--- src/rtl/muldiv_pkg.sv ---
// Shared encodings for the multiply/divide sequencer.
package muldiv_pkg;

    typedef enum logic [1:0] {
        OP_MULT  = 2'b00,
        OP_MULTU = 2'b01,
        OP_DIV   = 2'b10,
        OP_DIVU  = 2'b11
    } op_e;

    typedef enum logic [2:0] {
        S_IDLE = 3'd0,
        S_PREP = 3'd1,
        S_RUN  = 3'd2,
        S_FIX  = 3'd3,
        S_DONE = 3'd4
    } state_e;

endpackage

--- src/rtl/muldiv_sequencer_if.sv ---
// EX-stage handshake and HI/LO result bus between the pipeline and the mul/div unit.
interface muldiv_sequencer_if #(
    parameter int WIDTH = 32
);
    logic             start;
    logic [1:0]       op;
    logic [WIDTH-1:0] opa;
    logic [WIDTH-1:0] opb;
    logic             flush;
    logic             stall;
    logic             busy;
    logic             done;
    logic [WIDTH-1:0] hi;
    logic [WIDTH-1:0] lo;

    modport master (
        output start, op, opa, opb, flush,
        input  stall, busy, done, hi, lo
    );

    modport slave (
        input  start, op, opa, opb, flush,
        output stall, busy, done, hi, lo
    );
endinterface

--- src/rtl/muldiv_iter_step.sv ---
// One iteration of the mul/div datapath: shift-add multiply or restoring divide.
module muldiv_iter_step #(
    parameter int WIDTH = 32
) (
    input  logic [WIDTH-1:0] acc_i,     // partial product high word / partial remainder
    input  logic [WIDTH-1:0] opnd_i,    // multiplicand or divisor magnitude
    input  logic [WIDTH-1:0] mq_i,      // multiplier / dividend-quotient shift register
    input  logic             is_div_i,
    output logic [WIDTH-1:0] acc_o,
    output logic [WIDTH-1:0] mq_o
);
    logic [WIDTH:0] sum;
    logic [WIDTH:0] shifted;
    logic [WIDTH:0] diff;

    // Multiply shifts {acc,mq} right after a conditional add; divide shifts left
    // and keeps the trial difference only when it did not borrow.
    always_comb begin
        sum     = {1'b0, acc_i} + (mq_i[0] ? {1'b0, opnd_i} : '0);
        shifted = {acc_i, mq_i[WIDTH-1]};
        diff    = shifted - {1'b0, opnd_i};
        if (is_div_i) begin
            if (!diff[WIDTH]) begin
                acc_o = diff[WIDTH-1:0];
                mq_o  = {mq_i[WIDTH-2:0], 1'b1};
            end else begin
                acc_o = shifted[WIDTH-1:0];
                mq_o  = {mq_i[WIDTH-2:0], 1'b0};
            end
        end else begin
            acc_o = sum[WIDTH:1];
            mq_o  = {sum[0], mq_i[WIDTH-1:1]};
        end
    end
endmodule

--- src/rtl/muldiv_sequencer.sv ---
// Multi-cycle MULT/MULTU/DIV/DIVU sequencer writing architectural HI/LO.
module muldiv_sequencer
    import muldiv_pkg::*;
#(
    parameter int WIDTH = 32,
    parameter int CNT_W = 6
) (
    input  logic                clk,
    input  logic                rst,
    muldiv_sequencer_if.slave   bus
);
    state_e             state_q;
    op_e                op_q;
    logic [CNT_W-1:0]   cnt_q;
    logic               neg_res_q;
    logic               neg_rem_q;
    logic [WIDTH-1:0]   acc_q;
    logic [WIDTH-1:0]   mq_q;
    logic [WIDTH-1:0]   dr_q;
    logic [WIDTH-1:0]   a_raw_q;
    logic [WIDTH-1:0]   hi_q;
    logic [WIDTH-1:0]   lo_q;
    logic               done_q;

    logic [WIDTH-1:0]   acc_d;
    logic [WIDTH-1:0]   mq_d;
    logic               is_div_q;
    logic               is_signed;
    logic [WIDTH-1:0]   a_mag;
    logic [WIDTH-1:0]   b_mag;
    logic [2*WIDTH-1:0] prod;
    logic [WIDTH-1:0]   quo;
    logic [WIDTH-1:0]   rem;

    assign is_div_q = (op_q == OP_DIV) || (op_q == OP_DIVU);

    muldiv_iter_step #(.WIDTH(WIDTH)) u_step (
        .acc_i    (acc_q),
        .opnd_i   (dr_q),
        .mq_i     (mq_q),
        .is_div_i (is_div_q),
        .acc_o    (acc_d),
        .mq_o     (mq_d)
    );

    // Operand magnitudes at issue and sign-corrected results for the FIX edge.
    // The most negative value maps onto itself, which is correct read as unsigned.
    always_comb begin
        is_signed = ~bus.op[0];
        a_mag     = (is_signed && bus.opa[WIDTH-1]) ? -bus.opa : bus.opa;
        b_mag     = (is_signed && bus.opb[WIDTH-1]) ? -bus.opb : bus.opb;
        prod      = {acc_q, mq_q};
        if (neg_res_q) prod = -prod;
        quo       = neg_res_q ? -mq_q : mq_q;
        rem       = neg_rem_q ? -acc_q : acc_q;
    end

    // Control FSM plus all datapath and HI/LO registers; flush outranks start.
    always_ff @(posedge clk) begin
        if (rst) begin
            state_q   <= S_IDLE;
            op_q      <= OP_MULT;
            cnt_q     <= '0;
            neg_res_q <= 1'b0;
            neg_rem_q <= 1'b0;
            acc_q     <= '0;
            mq_q      <= '0;
            dr_q      <= '0;
            a_raw_q   <= '0;
            hi_q      <= '0;
            lo_q      <= '0;
            done_q    <= 1'b0;
        end else begin
            done_q <= 1'b0;
            unique case (state_q)
                S_IDLE: begin
                    if (bus.start && !bus.flush) begin
                        state_q   <= S_PREP;
                        op_q      <= op_e'(bus.op);
                        neg_res_q <= is_signed & (bus.opa[WIDTH-1] ^ bus.opb[WIDTH-1]);
                        neg_rem_q <= is_signed & bus.opa[WIDTH-1];
                        a_raw_q   <= bus.opa;
                        // mq shifts the multiplier or the dividend; dr is the fixed addend/divisor
                        if (bus.op[1]) begin
                            mq_q <= a_mag;
                            dr_q <= b_mag;
                        end else begin
                            mq_q <= b_mag;
                            dr_q <= a_mag;
                        end
                    end
                end
                S_PREP: begin
                    if (bus.flush) begin
                        state_q <= S_IDLE;
                    end else begin
                        acc_q <= '0;
                        cnt_q <= '0;
                        if (is_div_q && dr_q == '0) begin
                            hi_q    <= a_raw_q;
                            lo_q    <= '1;
                            done_q  <= 1'b1;
                            state_q <= S_DONE;
                        end else begin
                            state_q <= S_RUN;
                        end
                    end
                end
                S_RUN: begin
                    if (bus.flush) begin
                        state_q <= S_IDLE;
                    end else begin
                        acc_q <= acc_d;
                        mq_q  <= mq_d;
                        cnt_q <= cnt_q + CNT_W'(1);
                        if (cnt_q == CNT_W'(WIDTH-1)) state_q <= S_FIX;
                    end
                end
                S_FIX: begin
                    if (bus.flush) begin
                        state_q <= S_IDLE;
                    end else begin
                        if (is_div_q) begin
                            hi_q <= rem;
                            lo_q <= quo;
                        end else begin
                            hi_q <= prod[2*WIDTH-1:WIDTH];
                            lo_q <= prod[WIDTH-1:0];
                        end
                        done_q  <= 1'b1;
                        state_q <= S_DONE;
                    end
                end
                S_DONE:  state_q <= S_IDLE;
                default: state_q <= S_IDLE;
            endcase
        end
    end

    assign bus.stall = (bus.start && state_q == S_IDLE && !bus.flush) ||
                       (state_q inside {S_PREP, S_RUN, S_FIX});
    assign bus.busy  = (state_q != S_IDLE);
    assign bus.done  = done_q;
    assign bus.hi    = hi_q;
    assign bus.lo    = lo_q;
endmodule

--- src/flat_wrapper.sv ---
// flat-port wrapper written by rule: the top's interface ports become plain ports
module muldiv_sequencer_flat import muldiv_pkg::*;
#(
    parameter int WIDTH = 32,
    parameter int CNT_W = 6
)
  (clk, rst, bus_start, bus_op, bus_opa, bus_opb, bus_flush, bus_stall, bus_busy, bus_done, bus_hi, bus_lo);
  muldiv_sequencer_if #(.WIDTH(WIDTH)) bus_i ();
  input  logic clk;
  input  logic rst;
  input wire logic [$bits(bus_i.start)-1:0] bus_start;
  input wire logic [$bits(bus_i.op)-1:0] bus_op;
  input wire logic [$bits(bus_i.opa)-1:0] bus_opa;
  input wire logic [$bits(bus_i.opb)-1:0] bus_opb;
  input wire logic [$bits(bus_i.flush)-1:0] bus_flush;
  output wire logic [$bits(bus_i.stall)-1:0] bus_stall;
  output wire logic [$bits(bus_i.busy)-1:0] bus_busy;
  output wire logic [$bits(bus_i.done)-1:0] bus_done;
  output wire logic [$bits(bus_i.hi)-1:0] bus_hi;
  output wire logic [$bits(bus_i.lo)-1:0] bus_lo;
  assign bus_i.start = bus_start;
  assign bus_i.op = bus_op;
  assign bus_i.opa = bus_opa;
  assign bus_i.opb = bus_opb;
  assign bus_i.flush = bus_flush;
  assign bus_stall = bus_i.stall;
  assign bus_busy = bus_i.busy;
  assign bus_done = bus_i.done;
  assign bus_hi = bus_i.hi;
  assign bus_lo = bus_i.lo;
  muldiv_sequencer #(.WIDTH(WIDTH), .CNT_W(CNT_W)) u_core (.clk(clk), .rst(rst), .bus(bus_i));
endmodule
--- config.mk ---
export PLATFORM = sky130hd
export DESIGN_NAME = muldiv_sequencer_flat
export DESIGN_NICKNAME = d
export VERILOG_FILES = /design/src/rtl/muldiv_pkg.sv /design/src/rtl/muldiv_sequencer_if.sv /design/src/rtl/muldiv_iter_step.sv /design/src/rtl/muldiv_sequencer.sv /design/src/flat_wrapper.sv
export SDC_FILE = /design/constraint.sdc
export NUM_CORES = 1
export LEC_CHECK = 0
export CAP_MARGIN = 10
export CORE_ASPECT_RATIO = 1.2
export CORE_UTILIZATION = 45
export DETAILED_ROUTE_END_ITERATION = 10
export GPL_ROUTABILITY_DRIVEN = 0
export GPL_TIMING_DRIVEN = 0
export PLACE_DENSITY = 0.62
export SYNTH_ARGS = -nofsm -noshare
export SYNTH_HDL_FRONTEND = slang
export SYNTH_SLANG_ARGS = --single-unit
--- constraint.sdc ---
create_clock -name clk -period 3.65 [get_ports clk]
set_input_delay 0.5475 -clock clk [delete_from_list [all_inputs] [get_ports clk]]
set_output_delay 0.5475 -clock clk [all_outputs]
set_load 0.02 [all_outputs]
* Word level (Yosys, flattened, before mapping) *
Cells that the tools add are included.
W data, S select, Z words.

storage, ports and cells
  bits in registers = 206
  word-level logic and storage cells = 99
  output and inout port bits = 67

operators by class
  equality and inequality tests = 12
  reduce and logical (&&, ||, !) cells = 21
  $add $sub $neg = 8
  bitwise gates (word level) = 4
  mux-type cells = 42

operator list
  cell                   count
  $mux W32               22
  $pmux W32 S2           4
  $neg A32 Y32           4
  $mux W64               1
  $neg A64 Y64           1
  $add A32 B33 Y33       1
  $sub A33 B32 Y33       1
  $logic_not A32 Y1      1
  $mux W3                6
  $mux W6                2
  $pmux W3 S4            1
  $pmux W6 S2            1
  $add A6 B1 Y6 const B  1
  $eq A3 B2 Y1 const B   2
  $eq A6 B5 Y1 const B   1
  $logic_and A1 B1 Y1    6
  $ne A2 B2 Y1 const B   3
  $reduce_and A3 Y1      2
  $reduce_bool A2 Y1     3
  $reduce_bool A3 Y1     2
  $eq A2 B2 Y1 const B   2
  $mux W1                4
  $ne A2 B1 Y1 const B   2
  $reduce_and A2 Y1      2
  other kinds (10)       12

* Depth between registers and ports, before layout *
Gate-level depths: netlist (run 1).

  word-level depth = 6
  depth in mapped cells = 14
  gate-level depth less buffers = 13

* By module *
Synthesis (run 1) repeated with hierarchy kept, for this count alone.

unflattened totals
  cells, all modules = 2188
  area, all modules = 16299.4 µm²

by module, submodules not included
  module            cells each  area each (µm²)  times used
  muldiv_sequencer  1500        11478.5          1
  muldiv_iter_step  688         4820.9           1

* Worst setup path after synthesis (run 1) *
OpenSTA, ideal clock, no wires.

  kind = flip-flop to flip-flop
  start = reg u_core.mq_q[31]
  end = reg u_core.acc_q[19]
  stages on the path, launching flop included = 14
  buffers on the path = 1
  arrival time = 3.037 ns
  setup slack = 0.486 ns
  setup time = 0.127 ns
  cells stage by stage = dfxtp_1 -> inv_1 -> ha_1 -> fa_1 -> nand2b_1 -> a21o_1 -> a21oi_1 -> o2111ai_1 -> a21oi_1 -> nor3_1 -> nor2_1 -> buf_2 -> mux2i_1 -> o211ai_1

between the ends
  word-level cells in the longest chain between the ends = 5

ends and longest elaborated chain
  what                    RTL line                 RTL
  from (decl)             muldiv_sequencer.sv:18   logic [WIDTH-1:0] mq_q;
  from (signal assigned)  muldiv_sequencer.sv:85   mq_q <= a_mag;
  from (signal assigned)  muldiv_sequencer.sv:88   mq_q <= b_mag;
  from (signal assigned)  muldiv_sequencer.sv:114  mq_q <= mq_d;
  $sub A33 B32 Y33        muldiv_iter_step.sv:21   diff = shifted - {1'b0, opnd_i};
  $mux W32                muldiv_iter_step.sv:23   if (!diff[WIDTH]) begin
  $mux W32                muldiv_iter_step.sv:22   if (is_div_i) begin
  $mux W32                muldiv_sequencer.sv:110  if (bus.flush) begin
  $pmux W32 S2            muldiv_sequencer.sv:75   unique case (state_q)
  to (signal assigned)    muldiv_sequencer.sv:66   acc_q <= '0;
  to (signal assigned)    muldiv_sequencer.sv:97   acc_q <= '0;
  to (signal assigned)    muldiv_sequencer.sv:113  acc_q <= acc_d;
  to (decl)               muldiv_sequencer.sv:17   logic [WIDTH-1:0] acc_q;

No other way between the ends. The select of a mux whose other input is x is not followed.
A chain may end at the register's enable or synchronous reset.

* Worst setup path after layout (run 1) *
  start = reg u_core.mq_q[23]
  end = reg u_core.hi_q[19] (netlist: u_core.bus.hi[19])

between the ends
  word-level cells in the longest chain between the ends = 5

ends and longest elaborated chain
  what                  RTL line                 RTL
  $neg A64 Y64          muldiv_sequencer.sv:53   if (neg_res_q) prod = -prod;
  $mux W64              muldiv_sequencer.sv:53
  $mux W32              muldiv_sequencer.sv:123  if (is_div_q) begin
  $mux W32              muldiv_sequencer.sv:120  if (bus.flush) begin
  $pmux W32 S2          muldiv_sequencer.sv:75
  to (signal assigned)  muldiv_sequencer.sv:100  hi_q <= a_raw_q;
  to (signal assigned)  muldiv_sequencer.sv:124  hi_q <= rem;
  to (signal assigned)  muldiv_sequencer.sv:127  hi_q <= prod[2*WIDTH-1:WIDTH];
  to (decl)             muldiv_sequencer.sv:21   logic [WIDTH-1:0] hi_q;

No other way between the ends. The select of a mux whose other input is x is not followed.

==> results of run 1 <==
[power by group through the flow]
| stage | logic (W) | registers [W] | clock network (W) |
|---|---|---|---|
| CTS | 0.00139 | 0.00240 | 0.00226 |
| finish | 0.00145 | 0.00240 | 0.00225 |
| global route | 0.00155 | 0.00240 | 0.00236 |
| detailed placement | 0.00136 | 0.00244 | 0 |
| floorplan | 0.000886 | 0.00240 | 0 |
| global placement | 0.00135 | 0.00244 | 0 |
[state kept, by name, summed over array words and instances, names as in the netlist]
signal / count
u_core.state_q: 3
u_core.cnt_q: 6
u_core.bus.lo: 32
u_core.a_raw_q: 32
u_core.bus.hi: 32
u_core.bus.done: 1
u_core.op_q: 1
u_core.neg_rem_q: 1
u_core.mq_q: 32
u_core.neg_res_q: 1
u_core.dr_q: 32
u_core.acc_q: 32
[logic make-up (layout without fill, tap and decap cells)]
family	after synthesis	count (layout)	synth area share
other	0	2	0
flip-flops	205	205	0.261
AO/OA/AOI/OAI	667	667	0.268
XOR/XNOR	161	161	0.0897
AND/OR/NAND/NOR	767	767	0.220
adder cells (fa/ha/maj)	71	71	0.0574
buffers and inverters	215	397	0.0534
multiplexers	79	79	0.0504
[layout by cell type (no fill, tap or decap), types with 9 or more instances in the layout]
cell	count
a211oi_1	40
a21o_1	24
a21oi_1	197
a22oi_1	20
a311oi_1	23
a31oi_1	24
and3_1	9
buf_1	12
buf_4	9
clkbuf_1	118
clkbuf_16	23
clkdlybuf4s50_1	135
dfxtp_1	203
ha_1	69
inv_1	74
mux2i_1	77
nand2_1	262
nand2b_1	18
nand3_1	31
nand4_1	16
nor2_1	265
nor2b_1	10
nor3_1	48
nor4_1	22
o211ai_1	36
o21a_1	14
o21ai_0	151
o22ai_1	22
o31ai_1	21
o41ai_1	13
or2_2	11
or3_1	18
or4_1	16
xnor2_1	95
xor2_1	66
[worst max-delay path: stages (launching register included)]
cell,delay (ps)
dfxtp_1,300
clkbuf_1,220
or4_1,640
or4_1,520
nor3_4,380
nand4_1,210
o311ai_1,340
xor2_1,470
o21ai_0,200
nand2_1,120
a21oi_1,70
[path summary, 6_finish.rpt]
path                                      start           endpoint  slack (ps)  cells after the start
worst max-delay path            u_core.mq_q[23]  u_core.bus.hi[19]          40                     10
worst min register to register  u_core.dr_q[12]    u_core.dr_q[12]         450                      2
worst min-delay path            u_core.dr_q[12]    u_core.dr_q[12]         450                      2
worst max register to register  u_core.mq_q[23]  u_core.bus.hi[19]          40                     10
[layout make-up]
class	instances	area (µm²)	share of cell area
inverters	77	293	0.0157
clock buffers	32	639	0.0343
clock inverters	8	58.8	0.00315
multi-input cells	1745	11000	0.590
diodes	2	5.00	0.000268
plain buffers	137	571	0.0306
well taps	456	571	0.0306
repair buffers	143	1410	0.0756
flip-flops and latches	205	4110	0.220
[what timing repair did]
item                                    in CTS  in global routing
setup buffers                                3                  5
gates resized for setup                     28                 29
pin swaps                                    3                  4
endpoints found under the setup margin      52                 61
[routing by layer]
layer | vias up | global-route usage | share of wire
li1 | 8139 | - | -
met1 | 8132 | 0.466 | 0.42
met2 | 954 | 0.554 | 0.44
met3 | 210 | 0.0553 | 0.093
met4 | 0 | 0.186 | 0.055
met5 | - | 0 | 0
[metrics by stage]
stage	power, W	utilization	setup slack (ps)
2_1_floorplan	0.00329	-	486
3_3_place_gp	0.00379	0.515	-937
3_5_place_dp	0.00380	0.515	-960
4_1_cts	0.00604	0.540	15.0
5_1_grt	0.00631	0.545	-6.56
6_report	0.00610	0.545	41.8
==> flow_summary.json, run 1 <==
{
  "async_flop_share": 0,
  "period_share": 0.989,
  "drc": 0,
  "cts_tree": "done",
  "io_buffers": 135,
  "drv_slew": 0,
  "cts.htree.levels": 1,
  "yosysMostFrequentCell": "nor2_1",
  "endpoint_kind": "register",
  "ant_nets": 0,
  "cts-hold-fix-buffers": 0,
  "synth_common_cells": "nor2_1, nand2_1, dfxtp_1",
  "initial_core_util": 0.459,
  "finalSetupViolCount": 0,
  "drive_above_1_share": 0.0481,
  "cp.arrival_ps": 4000,
  "yosys.area.top_type": "dfxtp_1",
  "synth_top_cell_area_share": 0.261,
  "p_sw_w": 0.00203,
  "hold_viol": 0,
  "finalCriticalPeriod_ps": 3610,
  "drt-wirelength-per-cell_um": 22.9,
  "insertion_delay_ps": 550,
  "fmax_mhz": 277,
  "num-nets-final": 2473,
  "grt.total_usage": 0.352,
  "yosysWarnings": 0,
  "worstSetupPathType": "reg -> reg",
  "ys_seq_elements": 205,
  "internal_power_w": 0.00407,
  "crit_fanout": 8,
  "dp_hpwl_um": 51100,
  "seqPwrFrac": 0.394,
  "netlist_instances": 2165,
  "drt-pass1-iter-count": 6,
  "status": "finished, final reports clean",
  "whs_ps": 453,
  "numCtsBuffers": 23,
  "ios": 137,
  "slew_headroom": 0.113,
  "p_sw_frac": 0.333,
  "power.combinational.fraction": 0.237,
  "tns_ps": 0,
  "core_um2": 34300,
  "antenna_found_initial": 1,
  "cts_sinks": 205,
  "dp.cells": 2756,
  "syn-cell-area_um2": 15700,
  "leakage_nw": 6.80,
  "die_x_um": 173,
  "ys_seq_area_frac": 0.261,
  "setup.worst_path.start_class": "register",
  "grt_pass1_vias": 16071,
  "rows": 74,
  "synth_nets": 2306,
  "die_h_um": 207,
  "synth-edff-count": 0,
  "n_fill_cell": 3472,
  "worst_ep_required_time_ps": 4040,
  "yosysUniqueCellTypes": 74,
  "grt_max_degree": 14,
  "worst_pin_slew_ps": 1330,
  "skew_ps": 19.7,
  "wl_um": 64300,
  "power_density_nw_per_um2": 327,
  "die_area_um2": 35700,
  "final_cell_count_no_fill": 2805,
  "synth_ff_type": "dfxtp_1",
  "grt_pass1_wl_um": 96800,
  "place_area_um2": 17600,
  "grt-ovfl-total": 0,
  "ir_worst_vdd_mv": 0.292,
  "drv_cap": 0,
  "drtIter0Drc": 1825,
  "path_clk_slew_ps": 60,
  "hp-class": "reg -> reg",
  "clockBufferDepth": 3,
  "final_cell_area_um2": 18700,
  "viasPerCell": 6.22,
  "ys_top_cells_by_area": "dfxtp_1, a21oi_1, nor2_1",
  "syn_to_final_growth_pct": 18.7,
  "clock_power_share": 0.369,
  "syn_area_per_cell_um2": 7.26,
  "vias": 17435,
  "root_buffer": "clkbuf_16"
}
Note: power is estimated with default switching activity, not from simulation.
==> inputs of run 2 (changes only) <==
Settings changed: CORE_MARGIN set to 3, DONT_BUFFER_PORTS set to 1, PLACE_DENSITY 0.62 to 0.57, REMOVE_ABC_BUFFERS set to 1.
==> run 2 against run 1 <==
  * Cell count fell by 9.1%
  * Total power fell by 3.4%
  * Register-to-register slack improved by 70 ps
  * Worst hold slack got worse by 360 ps
  * Worst setup slack improved by 68 ps
  * Maximum frequency rose by 1.9%
  * First-iteration DRC count fell by 23%
  * Routed wire length fell by 14%
  * Utilization fell by 4.4 points
  * Largest power group unchanged
==> flow_summary.json, run 2 (same netlist as run 1, synthesis figures left out) <==
{
  "syn_to_final_growth_pct": 9.05,
  "grt_max_degree": 159,
  "period_share": 0.970,
  "cts.htree.levels": 1,
  "cts_sinks": 205,
  "numCtsBuffers": 23,
  "grt.total_usage": 0.287,
  "grt_pass1_vias": 15054,
  "power_w": 0.00589,
  "status": "finished, final reports clean",
  "finalCriticalPeriod_ps": 3540,
  "path_clk_slew_ps": 60,
  "setup.worst_path.start_class": "register",
  "place_area_um2": 16000,
  "drt-pass1-iter-count": 6,
  "drv_slew": 0,
  "reg2reg_depth": 9,
  "initial_core_util": 0.459,
  "grt_pass1_wl_um": 86100,
  "worst_ep_required_time_ps": 4100,
  "skew_ps": 8.63,
  "drv_cap": 0,
  "die_h_um": 211,
  "rows": 74,
  "cts-hold-fix-buffers": 0,
  "endpoint_kind": "register",
  "die_area_um2": 37200,
  "wl_um": 55300,
  "grt-ovfl-total": 0,
  "drt-wirelength-per-cell_um": 21.7,
  "cp.arrival_ps": 3990,
  "slew_headroom": 0.156,
  "ios": 137,
  "antenna_cells": 0,
  "core_um2": 34300,
  "worstSetupPathType": "reg -> reg",
  "num-nets-final": 2223,
  "hp-class": "in -> reg",
  "worst_pin_slew_ps": 1260,
  "most-common-layout-cells": "nor2_1, nand2_1, dfxtp_1",
  "final_common_cell": "nor2_1",
  "power_density_nw_per_um2": 343,
  "clockBufferDepth": 3,
  "ant_nets": 0,
  "dp_hpwl_um": 40600,
  "crit_fanout": 9,
  "root_buffer": "clkbuf_16",
  "ir_worst_vdd_mv": 0.260,
  "finalSetupViolCount": 0,
  "antenna_found_initial": 0,
  "fmax_mhz": 282,
  "leakage_nw": 6.30,
  "cts_tree": "done",
  "die_x_um": 177,
  "drtIter0Drc": 1402,
  "final_cell_area_um2": 17200,
  "hold_viol": 0,
  "vias": 15688,
  "viasPerCell": 6.15,
  "hold_depth": 1,
  "drc": 0,
  "insertion_delay_ps": 530,
  "drive_above_1_share": 0.0625,
  "io_buffers": 0
}
-- run 2: worst paths after layout --
| path | from | end | slack (ps) |
|---|---|---|---|
| hold / removal | bus_flush | u_core.state_q[0] | 100 |
| setup reg to reg | u_core.mq_q[10] | u_core.bus.hi[20] | 110 |
| setup / recovery | u_core.mq_q[10] | u_core.bus.hi[20] | 110 |
| hold reg to reg | u_core.a_raw_q[28] | u_core.a_raw_q[28] | 460 |
-- run 2: per-layer routing --
layer | GRT usage | share of wire | wire length [µm]
met5 | 0 | 0 | 0
met4 | 0.106 | 0.043 | 2390
met3 | 0.0412 | 0.067 | 3710
met2 | 0.492 | 0.47 | 26000
met1 | 0.368 | 0.42 | 23200
-- run 2: where the power goes --
part           internal [W]  leakage (nW)  switching (W)  total, W
clock               0.00130         0.352        0.00100   0.00231
combinational      0.000470          4.28       0.000696   0.00117
sequential          0.00231          1.67       0.000107   0.00242
-- run 2: worst max-delay path, stage by stage, from the launching register on --
cell and delay (ps):
dfxtp_1 390, or4_4 580, or3_1 470, o41a_1 460
a211oi_1 550, a22oi_1 190, xnor2_1 160, a211oi_1 470
a21oi_1 80, nor2_1 110
-- run 2: through the flow --
step | hold slack, ps | cells | TNS (ps) | worst slack (ps) | util
global placement | 438 | 2483 | -351440 | -3590 | 0.460
detailed placement | 444 | 2494 | -22310 | -916 | 0.468
finish | 96.5 | 2551 | 0 | 110 | 0.501
CTS | 78.7 | 2541 | 0 | 24.2 | 0.495
global route | 82.0 | 2551 | -21.1 | -21.1 | 0.501
floorplan | 426 | 2027 | -51920 | -1240 | -
-- run 2: area by class of cell --
type,count,area (µm²)
fill,3491,17100
multi-input combinational,1747,11000
sequential,205,4110
clock buffer,32,649
tap,456,571
timing repair buffer,28,438
inverter,77,293
clock inverter,6,58.8
-- run 2: repair_timing --
| item | in CTS | in global routing |
|---|---|---|
| resized for setup | 26 | 12 |
| pin swaps | 4 | 3 |
| endpoints found under the hold margin | 0 | 0 |
| setup endpoints to repair | 53 | 49 |
| setup buffers | 7 | 8 |
| cloned | 2 | 0 |
